## src/rtl/mem_alu_pipe.sv

```systemverilog
// Dual-bank operand memory feeding a two-stage ALU pipeline with valid/ready on command and result.
// Optional build macro ALU_SAT_EN: ADD/INC saturate to all-ones and SUB/DEC saturate to zero.
module mem_alu_pipe #(
    parameter int DATA_WIDTH = 8,
    parameter int ADDR_WIDTH = 4
) (
    input  logic                  clk,
    input  logic                  reset_n,
    input  logic                  wr_en_a,
    input  logic [ADDR_WIDTH-1:0] wr_addr_a,
    input  logic [DATA_WIDTH-1:0] wr_data_a,
    input  logic                  wr_en_b,
    input  logic [ADDR_WIDTH-1:0] wr_addr_b,
    input  logic [DATA_WIDTH-1:0] wr_data_b,
    input  logic                  cmd_valid,
    output logic                  cmd_ready,
    input  logic [3:0]            cmd_opcode,
    input  logic [ADDR_WIDTH-1:0] cmd_addr_a,
    input  logic [ADDR_WIDTH-1:0] cmd_addr_b,
    output logic                  res_valid,
    input  logic                  res_ready,
    output logic [DATA_WIDTH-1:0] res_data,
    output logic                  res_carry,
    output logic                  res_zero,
    output logic                  res_illegal
);

    localparam int W     = DATA_WIDTH;
    localparam int DEPTH = 2 ** ADDR_WIDTH;

    localparam logic [3:0] OP_ADD    = 4'd0;
    localparam logic [3:0] OP_SUB    = 4'd1;
    localparam logic [3:0] OP_AND    = 4'd2;
    localparam logic [3:0] OP_OR     = 4'd3;
    localparam logic [3:0] OP_XOR    = 4'd4;
    localparam logic [3:0] OP_NOT    = 4'd5;
    localparam logic [3:0] OP_SHL    = 4'd6;
    localparam logic [3:0] OP_SHR    = 4'd7;
    localparam logic [3:0] OP_PASS_A = 4'd8;
    localparam logic [3:0] OP_PASS_B = 4'd9;
    localparam logic [3:0] OP_INC    = 4'd10;
    localparam logic [3:0] OP_DEC    = 4'd11;

    // Handshake: a transfer happens on any rising edge where valid && ready.
    // The producer holds its payload stable while valid is high and ready is low.
    logic [W-1:0] mem_a_q [DEPTH];
    logic [W-1:0] mem_b_q [DEPTH];

    logic         s1_valid_q, s1_valid_d;
    logic [3:0]   s1_op_q, s1_op_d;
    logic [W-1:0] s1_a_q, s1_a_d;
    logic [W-1:0] s1_b_q, s1_b_d;

    logic         res_valid_q, res_valid_d;
    logic [W-1:0] res_data_q, res_data_d;
    logic         res_carry_q, res_carry_d;
    logic         res_zero_q, res_zero_d;
    logic         res_illegal_q, res_illegal_d;

    logic         advance;
    logic         accept;
    logic [W-1:0] rd_a, rd_b;
    logic [W:0]   wide;
    logic [W-1:0] alu_data;
    logic         alu_carry, alu_zero, alu_illegal;

    // Banks have no reset so that contents survive a pipeline reset.
    always_ff @(posedge clk) begin
        if (wr_en_a) mem_a_q[wr_addr_a] <= wr_data_a;
        if (wr_en_b) mem_b_q[wr_addr_b] <= wr_data_b;
    end

    assign advance   = !res_valid_q || res_ready;
    assign cmd_ready = reset_n && (!s1_valid_q || advance);
    assign accept    = cmd_valid && cmd_ready;

    always_comb begin
        rd_a = (wr_en_a && (wr_addr_a == cmd_addr_a)) ? wr_data_a : mem_a_q[cmd_addr_a];
        rd_b = (wr_en_b && (wr_addr_b == cmd_addr_b)) ? wr_data_b : mem_b_q[cmd_addr_b];
    end

    always_comb begin
        s1_valid_d = s1_valid_q;
        s1_op_d    = s1_op_q;
        s1_a_d     = s1_a_q;
        s1_b_d     = s1_b_q;
        if (accept) begin
            s1_valid_d = 1'b1;
            s1_op_d    = cmd_opcode;
            s1_a_d     = rd_a;
            s1_b_d     = rd_b;
        end else if (advance) begin
            s1_valid_d = 1'b0;
        end
    end

    always_comb begin
        wide        = '0;
        alu_data    = '0;
        alu_carry   = 1'b0;
        alu_illegal = 1'b0;
        case (s1_op_q)
            OP_ADD: begin
                wide      = {1'b0, s1_a_q} + {1'b0, s1_b_q};
                alu_data  = wide[W-1:0];
                alu_carry = wide[W];
            end
            OP_SUB: begin
                wide      = {1'b0, s1_a_q} - {1'b0, s1_b_q};
                alu_data  = wide[W-1:0];
                alu_carry = wide[W];
            end
            OP_AND:    alu_data = s1_a_q & s1_b_q;
            OP_OR:     alu_data = s1_a_q | s1_b_q;
            OP_XOR:    alu_data = s1_a_q ^ s1_b_q;
            OP_NOT:    alu_data = ~s1_a_q;
            OP_SHL: begin
                alu_data  = {s1_a_q[W-2:0], 1'b0};
                alu_carry = s1_a_q[W-1];
            end
            OP_SHR: begin
                alu_data  = {1'b0, s1_a_q[W-1:1]};
                alu_carry = s1_a_q[0];
            end
            OP_PASS_A: alu_data = s1_a_q;
            OP_PASS_B: alu_data = s1_b_q;
            OP_INC: begin
                wide      = {1'b0, s1_a_q} + (W+1)'(1);
                alu_data  = wide[W-1:0];
                alu_carry = wide[W];
            end
            OP_DEC: begin
                wide      = {1'b0, s1_a_q} - (W+1)'(1);
                alu_data  = wide[W-1:0];
                alu_carry = wide[W];
            end
            default:   alu_illegal = 1'b1;
        endcase
`ifdef ALU_SAT_EN
        if (alu_carry) begin
            case (s1_op_q)
                OP_ADD, OP_INC: alu_data = '1;
                OP_SUB, OP_DEC: alu_data = '0;
                default:        alu_data = alu_data;
            endcase
        end
`endif
        alu_zero = (alu_data == '0);
    end

    // S2 only moves on advance, which is what holds res_* stable under backpressure.
    always_comb begin
        res_valid_d   = res_valid_q;
        res_data_d    = res_data_q;
        res_carry_d   = res_carry_q;
        res_zero_d    = res_zero_q;
        res_illegal_d = res_illegal_q;
        if (advance) begin
            res_valid_d = s1_valid_q;
            if (s1_valid_q) begin
                res_data_d    = alu_data;
                res_carry_d   = alu_carry;
                res_zero_d    = alu_zero;
                res_illegal_d = alu_illegal;
            end
        end
    end

    always_ff @(posedge clk or negedge reset_n) begin
        if (!reset_n) begin
            s1_valid_q    <= 1'b0;
            s1_op_q       <= '0;
            s1_a_q        <= '0;
            s1_b_q        <= '0;
            res_valid_q   <= 1'b0;
            res_data_q    <= '0;
            res_carry_q   <= 1'b0;
            res_zero_q    <= 1'b0;
            res_illegal_q <= 1'b0;
        end else begin
            s1_valid_q    <= s1_valid_d;
            s1_op_q       <= s1_op_d;
            s1_a_q        <= s1_a_d;
            s1_b_q        <= s1_b_d;
            res_valid_q   <= res_valid_d;
            res_data_q    <= res_data_d;
            res_carry_q   <= res_carry_d;
            res_zero_q    <= res_zero_d;
            res_illegal_q <= res_illegal_d;
        end
    end

    assign res_valid   = res_valid_q;
    assign res_data    = res_data_q;
    assign res_carry   = res_carry_q;
    assign res_zero    = res_zero_q;
    assign res_illegal = res_illegal_q;

endmodule
```

## config.mk

```make
export PLATFORM = sky130hd
export DESIGN_NAME = mem_alu_pipe
export DESIGN_NICKNAME = d
export VERILOG_FILES = /design/src/rtl/mem_alu_pipe.sv
export SDC_FILE = /design/constraint.sdc
export NUM_CORES = 1
export LEC_CHECK = 0
export ABC_AREA = 1
export BUFFER_PORTS_ARGS = -buffer_cell sky130_fd_sc_hd__clkbuf_2
export CORE_MARGIN = 4
export CORE_UTILIZATION = 60
export DETAILED_ROUTE_END_ITERATION = 10
export PLACE_DENSITY = 0.83
export RECOVER_POWER = 50
export SLEW_MARGIN = 15
export SYNTH_ARGS = -nofsm -noshare
export SYNTH_HDL_FRONTEND = slang
export SYNTH_SLANG_ARGS = --single-unit
```

## constraint.sdc

```tcl
create_clock -name clk -period 2.3 [get_ports clk]
set_input_delay 0.115 -clock clk [delete_from_list [all_inputs] [get_ports clk]]
set_output_delay 0.115 -clock clk [all_outputs]
set_load 0.05 [all_outputs]
```

Word-level counts from Yosys, hierarchy flattened
Memories as Yosys holds them, arrays and structs flattened. A register that Yosys moved wholly into a read port is not among the register bits.
Index checks and enable logic that the tools add are counted.
{"block": "totals", "reg_bits": 17, "ram_bits": 256, "word_cells": 50, "memories": 2}
{"name": "mem_a_q", "words": 16, "word_bits": 8, "read_ports": 1, "rd_ports_with_merged_regs": 1, "wr": 1, "line": "46", "text": "logic [W-1:0] mem_a_q [DEPTH];"}
{"name": "mem_b_q", "words": 16, "word_bits": 8, "read_ports": 1, "rd_ports_with_merged_regs": 1, "wr": 1, "line": "47", "text": "logic [W-1:0] mem_b_q [DEPTH];"}
{"block": "op_classes", "addsub": 4, "eq_ne": 11, "muxes": 9, "bitwise_logic": 4, "n_reduce_logical": 13}
{"op": "one-hot mux 8 bit (12 select lines)", "n": 1}
{"op": "equality test 4 x 3 -> 1 bit, second input constant", "n": 4}
{"op": "equality test 4 bit, second input constant", "n": 4}
{"op": "OR reduction 12 bit", "n": 1}
{"op": "adder 8 x 1 -> 9 bit, second input constant", "n": 1}
{"op": "adder 8 x 8 -> 9 bit", "n": 1}
{"op": "subtractor 8 x 1 -> 9 bit, second input constant", "n": 1}
{"op": "subtractor 8 x 8 -> 9 bit", "n": 1}
{"op": "AND 8 bit", "n": 1}
{"op": "equality test 4 x 2 -> 1 bit, second input constant", "n": 2}
{"op": "zero test 8 bit", "n": 1}
{"op": "NOT 8 bit", "n": 1}
{"op": "OR 8 bit", "n": 1}
{"op": "XOR 8 bit", "n": 1}
{"op": "2-to-1 mux 1 bit", "n": 7}
{"op": "one-hot mux 1 bit (6 select lines)", "n": 1}
{"op": "equality test 4 x 1 -> 1 bit, second input constant", "n": 1}
{"op": "zero test 1 bit", "n": 4}
{"op": "zero test 4 bit", "n": 1}
{"op": "logical AND 1 bit", "n": 2}
{"op": "logical OR 1 bit", "n": 2}
{"op": "AND reduction 2 bit", "n": 1}
{"op": "nonzero test 2 bit", "n": 1}

Depth between registers and ports, before layout
{"block": "logic_depth", "ltp_word": 6, "mapped_depth": 15}

Worst setup path before layout
OpenSTA, ideal clock, no wires.
{"block": "synth_timing", "path_type": "register to register", "start": "register s1_a_q[0], read port of mem_a_q", "end": "register res_zero_q (netlist: res_zero)", "setup_ns": 0.066, "arrival_time_ns": 1.980, "required_ns": 2.234, "path_slack_ns": 0.254, "stages_incl_launch_ff": 14, "cell_sequence": "dfrtp_1 > clkinv_1 > ha_1 > inv_1 > fa_1 > nand2_1 > nand2_1 > nor2_1 > nand3_1 > nor2_1 > nand3_1 > nor2_1 > nand3_1 > nand2_1"}
{"block": "synth_between", "elab_chain_len": 3, "word_cells_on_any_way": 10}
{"item": "start: declaration", "line": "51", "text": "logic [W-1:0] s1_a_q, s1_a_d;"}
{"item": "subtractor 8 x 1 -> 9 bit, or another cell as far along", "line": "133", "text": "wide = {1'b0, s1_a_q} - (W+1)'(1);"}
{"item": "one-hot mux 8 bit (12 select lines) (*)", "line": "102", "text": "case (s1_op_q)"}
{"item": "zero test 8 bit (*)", "line": "148", "text": "alu_zero = (alu_data == '0);"}
{"item": "end signal: assignment", "line": "188", "text": "res_zero_q <= res_zero_d;"}
{"item": "end: declaration", "line": "57", "text": "logic res_zero_q, res_zero_d;"}
Mark *: on every way between the ends. The rest lies on a longest branch, timed or not.
A chain may end at the register's enable or synchronous reset.

Final worst setup path
{"block": "layout_timing", "start": "register s1_b_q[6], read port of mem_b_q", "end": "register res_zero_q (netlist: res_zero)"}
{"block": "layout_between", "elab_chain_len": 3, "word_cells_on_any_way": 7}
{"item": "start: declaration", "line": "52", "text": "logic [W-1:0] s1_b_q, s1_b_d;"}
{"item": "subtractor 8 x 8 -> 9 bit, or another cell as far along", "line": "109", "text": "wide = {1'b0, s1_a_q} - {1'b0, s1_b_q};"}
{"item": "one-hot mux 8 bit (12 select lines) (*)", "line": "102"}
{"item": "zero test 8 bit (*)", "line": "148"}
Marks and branches as above.

==> flow_metrics.tcl <==
set metrics [dict create \
    rows 54 \
    cts.clk_slew.worst_paths_ns 0.07 \
    cp-endpoint "res_zero" \
    grt_pass1_wl_mm 54.3 \
    cp-start-kind "flop" \
    final_nets 1498 \
    synth.avg_cell_area_um2 10.1 \
    dr.first_iter.drc_count 1309 \
    critPathMaxFanout 7 \
    worstSkewPairLatency_ns 0.55 \
    die_area_um2 25000 \
    skew_ns 0.0280 \
    yosys_warnings 0 \
    seq_power_share_pct 45.1 \
    regToRegSetupSlack_ns 0.22 \
    netlist_area_um2 13500 \
    crit_required_ns 2.78 \
    clkPwrFrac_pct 36.0 \
    mostFrequentLayoutCell "nor2_1" \
    synth_top_family_by_area "simple AND/OR/NAND/NOR gates" \
    synth-seq-area-share_pct 62.9 \
    clock_sinks 289 \
    syn-num-nets 1412 \
    worst_pin_slew_ns 0.953 \
    hold_class "input pin to flop" \
    crit_start "s1_b_q[6]" \
    power_mw 13.5 \
    viasPerCell 6.06 \
    grt-ovfl-total 0 \
    area_growth_pct 13.3 \
    cts-buffers-inserted 28 \
    synth_xor_area_share_pct 0.388 \
    wire_per_inst_um 19.8 \
    cts-root-buf "clkbuf_16" \
    via_count 10484 \
    cts_tree "done" \
    reg2reg_from "s1_b_q[6]" \
    reg2reg_depth 11 \
    switching_share_pct 28.6 \
    drt_wl_total_mm 34.2 \
    fin_util_pct 69.7 \
    max_cap_viol_count 0 \
    p_leak_nw 5.76 \
    p_per_area_nw_per_um2 879 \
    p_comb_share_pct 18.9 \
    period_minus_slack_ns 2.08 \
    synth_compound_area_share_pct 11.9 \
    cts_max_level 1 \
    die_x_um 158 \
    max-vdd-ir-drop_mv 0.801 \
    drc_errors 0 \
    start_util_pct 61.5 \
    fill_cells 1581 \
    ys_seq_elements 289 \
    rsz0062_at_grt "false" \
    final_cell_mix "nor2_1 (298), edfxtp_1 (256), o21ai_0 (191)" \
    antenna_found_initial 0 \
    grt_pass1_vias 10157 \
    final-hold-violation-count 0 \
    grt_usage_pct 27.8 \
    dp_hpwl_mm 22.4 \
    finalWeightedCongestion 1.01 \
    critPathCaptureType "flop" \
    diodes 0 \
    clk_path_buf_depth 3 \
    regToRegEndpoint "res_zero" \
    fin_cells 1729 \
    port_buffers 54 \
    synth-simple-area-share_pct 17.7 \
    drive_gt1_share_pct 10.2 \
    fmax_ghz 0.480 \
    outcome "finished clean" \
    finalSetupViolCount 0 \
    die_h_um 158 \
    synth_cell_types 36 \
    fin_crit_sh_pct 90.6 \
    p_switching_mw 3.86 \
    synthAdderAreaFrac_pct 2.70 \
    firstDrtPassIters 5 \
    tns_ns 0 \
    slew_headroom_pct 36.5 \
    critical_path_arrival_ns 2.56 \
    coreArea_um2 22000 \
    drv_slew 0 \
    synthMuxAreaShare_pct 0 \
    grt_max_degree 66 \
    p_int_mw 9.62 \
    dpl.cell_count 1669 \
    path_class "flop to flop" \
    synthCells 1342 \
    drtAntennaViolNets 0 \
    ioPinCount 55 \
]
-- sequential cells by signal, summed over array words and instances (netlist names) --
signal	count
res_valid	1
res_zero	1
s1_b_q	8
s1_valid_q	1
res_data	8
s1_a_q	8
res_illegal	1
mem_a_q	128
mem_b_q	128
res_carry	1
s1_op_q	4
-- synth_stat cells --
master | instances | area share [%]
nor4_1 | 1 | 0.046
nor3_1 | 12 | 0.44
nand2_2 | 3 | 0.14
nand3b_1 | 3 | 0.17
a21o_1 | 1 | 0.055
or2_2 | 1 | 0.046
o211ai_1 | 31 | 1.7
a21oi_1 | 11 | 0.41
o221ai_1 | 5 | 0.32
o22ai_1 | 35 | 1.6
clkinv_1 | 4 | 0.11
nand3_1 | 76 | 2.8
edfxtp_1 | 256 | 57
nor2_2 | 4 | 0.18
buf_2 | 26 | 0.96
o21bai_1 | 1 | 0.055
nand2_1 | 181 | 5.0
o21ai_0 | 191 | 7.1
o21ai_1 | 13 | 0.48
xnor2_1 | 3 | 0.19
inv_2 | 6 | 0.17
nor2_1 | 298 | 8.3
xor2_1 | 3 | 0.19
or2_1 | 1 | 0.046
a31oi_1 | 1 | 0.046
inv_1 | 67 | 1.9
dfrtp_1 | 33 | 6.1
nand4_1 | 9 | 0.42
o21a_1 | 1 | 0.055
ha_1 | 26 | 2.4
o31ai_1 | 1 | 0.055
buf_4 | 7 | 0.39
clkbuf_1 | 25 | 0.69
buf_6 | 3 | 0.25
fa_1 | 2 | 0.30
nor4_4 | 1 | 0.16
-- per-layer routing --
metal  track usage, %  routed length (µm)  vias up
li1                 -                   -     4859
met1             38.7               13500     4921
met2             45.4               16500      605
met3             3.99                3000       99
met4             9.38                1180        0
met5                0                   0        -
-- cell families (layout without fill, tap and decap cells) --
logic type | Yosys count | count (layout)
AO/OA/AOI/OAI | 291 | 291
AND/OR/NAND/NOR | 590 | 590
buffers and inverters | 138 | 245
adder cells (fa/ha/maj) | 28 | 28
flip-flops | 289 | 289
XOR/XNOR | 6 | 6
-- critical path: stages (launching register included) --
cell,delay [ns]
dfrtp_1,0.38
inv_1,0.08
ha_1,0.47
inv_1,0.16
a21o_1,0.18
a21oi_1,0.18
nand3_1,0.11
nand3_1,0.09
nand3_1,0.12
nor2_1,0.12
nand3_1,0.08
nand2_1,0.06
-- area by class of cell --
| cell class | instances | area, µm² | area share, % |
|---|---|---|---|
| sequential | 289 | 8510 | 55.5 |
| multi-input combinational | 915 | 4430 | 28.9 |
| timing repair buffer | 117 | 769 | 5.01 |
| clock buffer | 30 | 708 | 4.62 |
| tap | 280 | 350 | 2.28 |
| inverter | 77 | 289 | 1.88 |
| clock inverter | 21 | 279 | 1.82 |
-- how the worst min path moves through the flow --
stage,endpoint,slack (ns),depth (start not counted),startpoint
6_report,mem_a_q[8][0],0.18,1,wr_data_a[0]
4_1_cts,mem_a_q[8][0],0.03,1,wr_data_a[0]
3_5_place_dp,res_data[0],0.25,2,reset_n
3_3_place_gp,res_data[0],0.25,2,reset_n
2_1_floorplan,res_carry,-0.18,0,reset_n
5_1_grt,mem_a_q[15][0],0.20,1,wr_data_a[0]
-- metrics by stage --
step	setup WS (ns)	hold WS (ns)	cell area, µm²
finish	0.217	0.184	15300
global placement	0.224	0.248	14300
global route	0.0226	0.204	15300
floorplan	0.254	-0.181	13500
CTS	0.142	0.0286	15400
detailed placement	0.184	0.246	14300
-- power by group through the flow --
stage | registers (mW) | clock network [mW] | logic, mW
finish | 6.08 | 4.85 | 2.55
global route | 6.11 | 5.13 | 2.80
CTS | 6.08 | 4.88 | 2.51
detailed placement | 6.19 | 0 | 2.48
global placement | 6.17 | 0 | 2.44
floorplan | 6.47 | 0 | 1.37
-- what timing repair did --
action,in CTS,in global routing
hold buffers,8,0
buffers inserted,0,1
resized for setup,0,5
endpoints found under the hold margin,39,0
endpoints found under the setup margin,0,2
No activity file was read; power rests on OpenSTA's default activity.
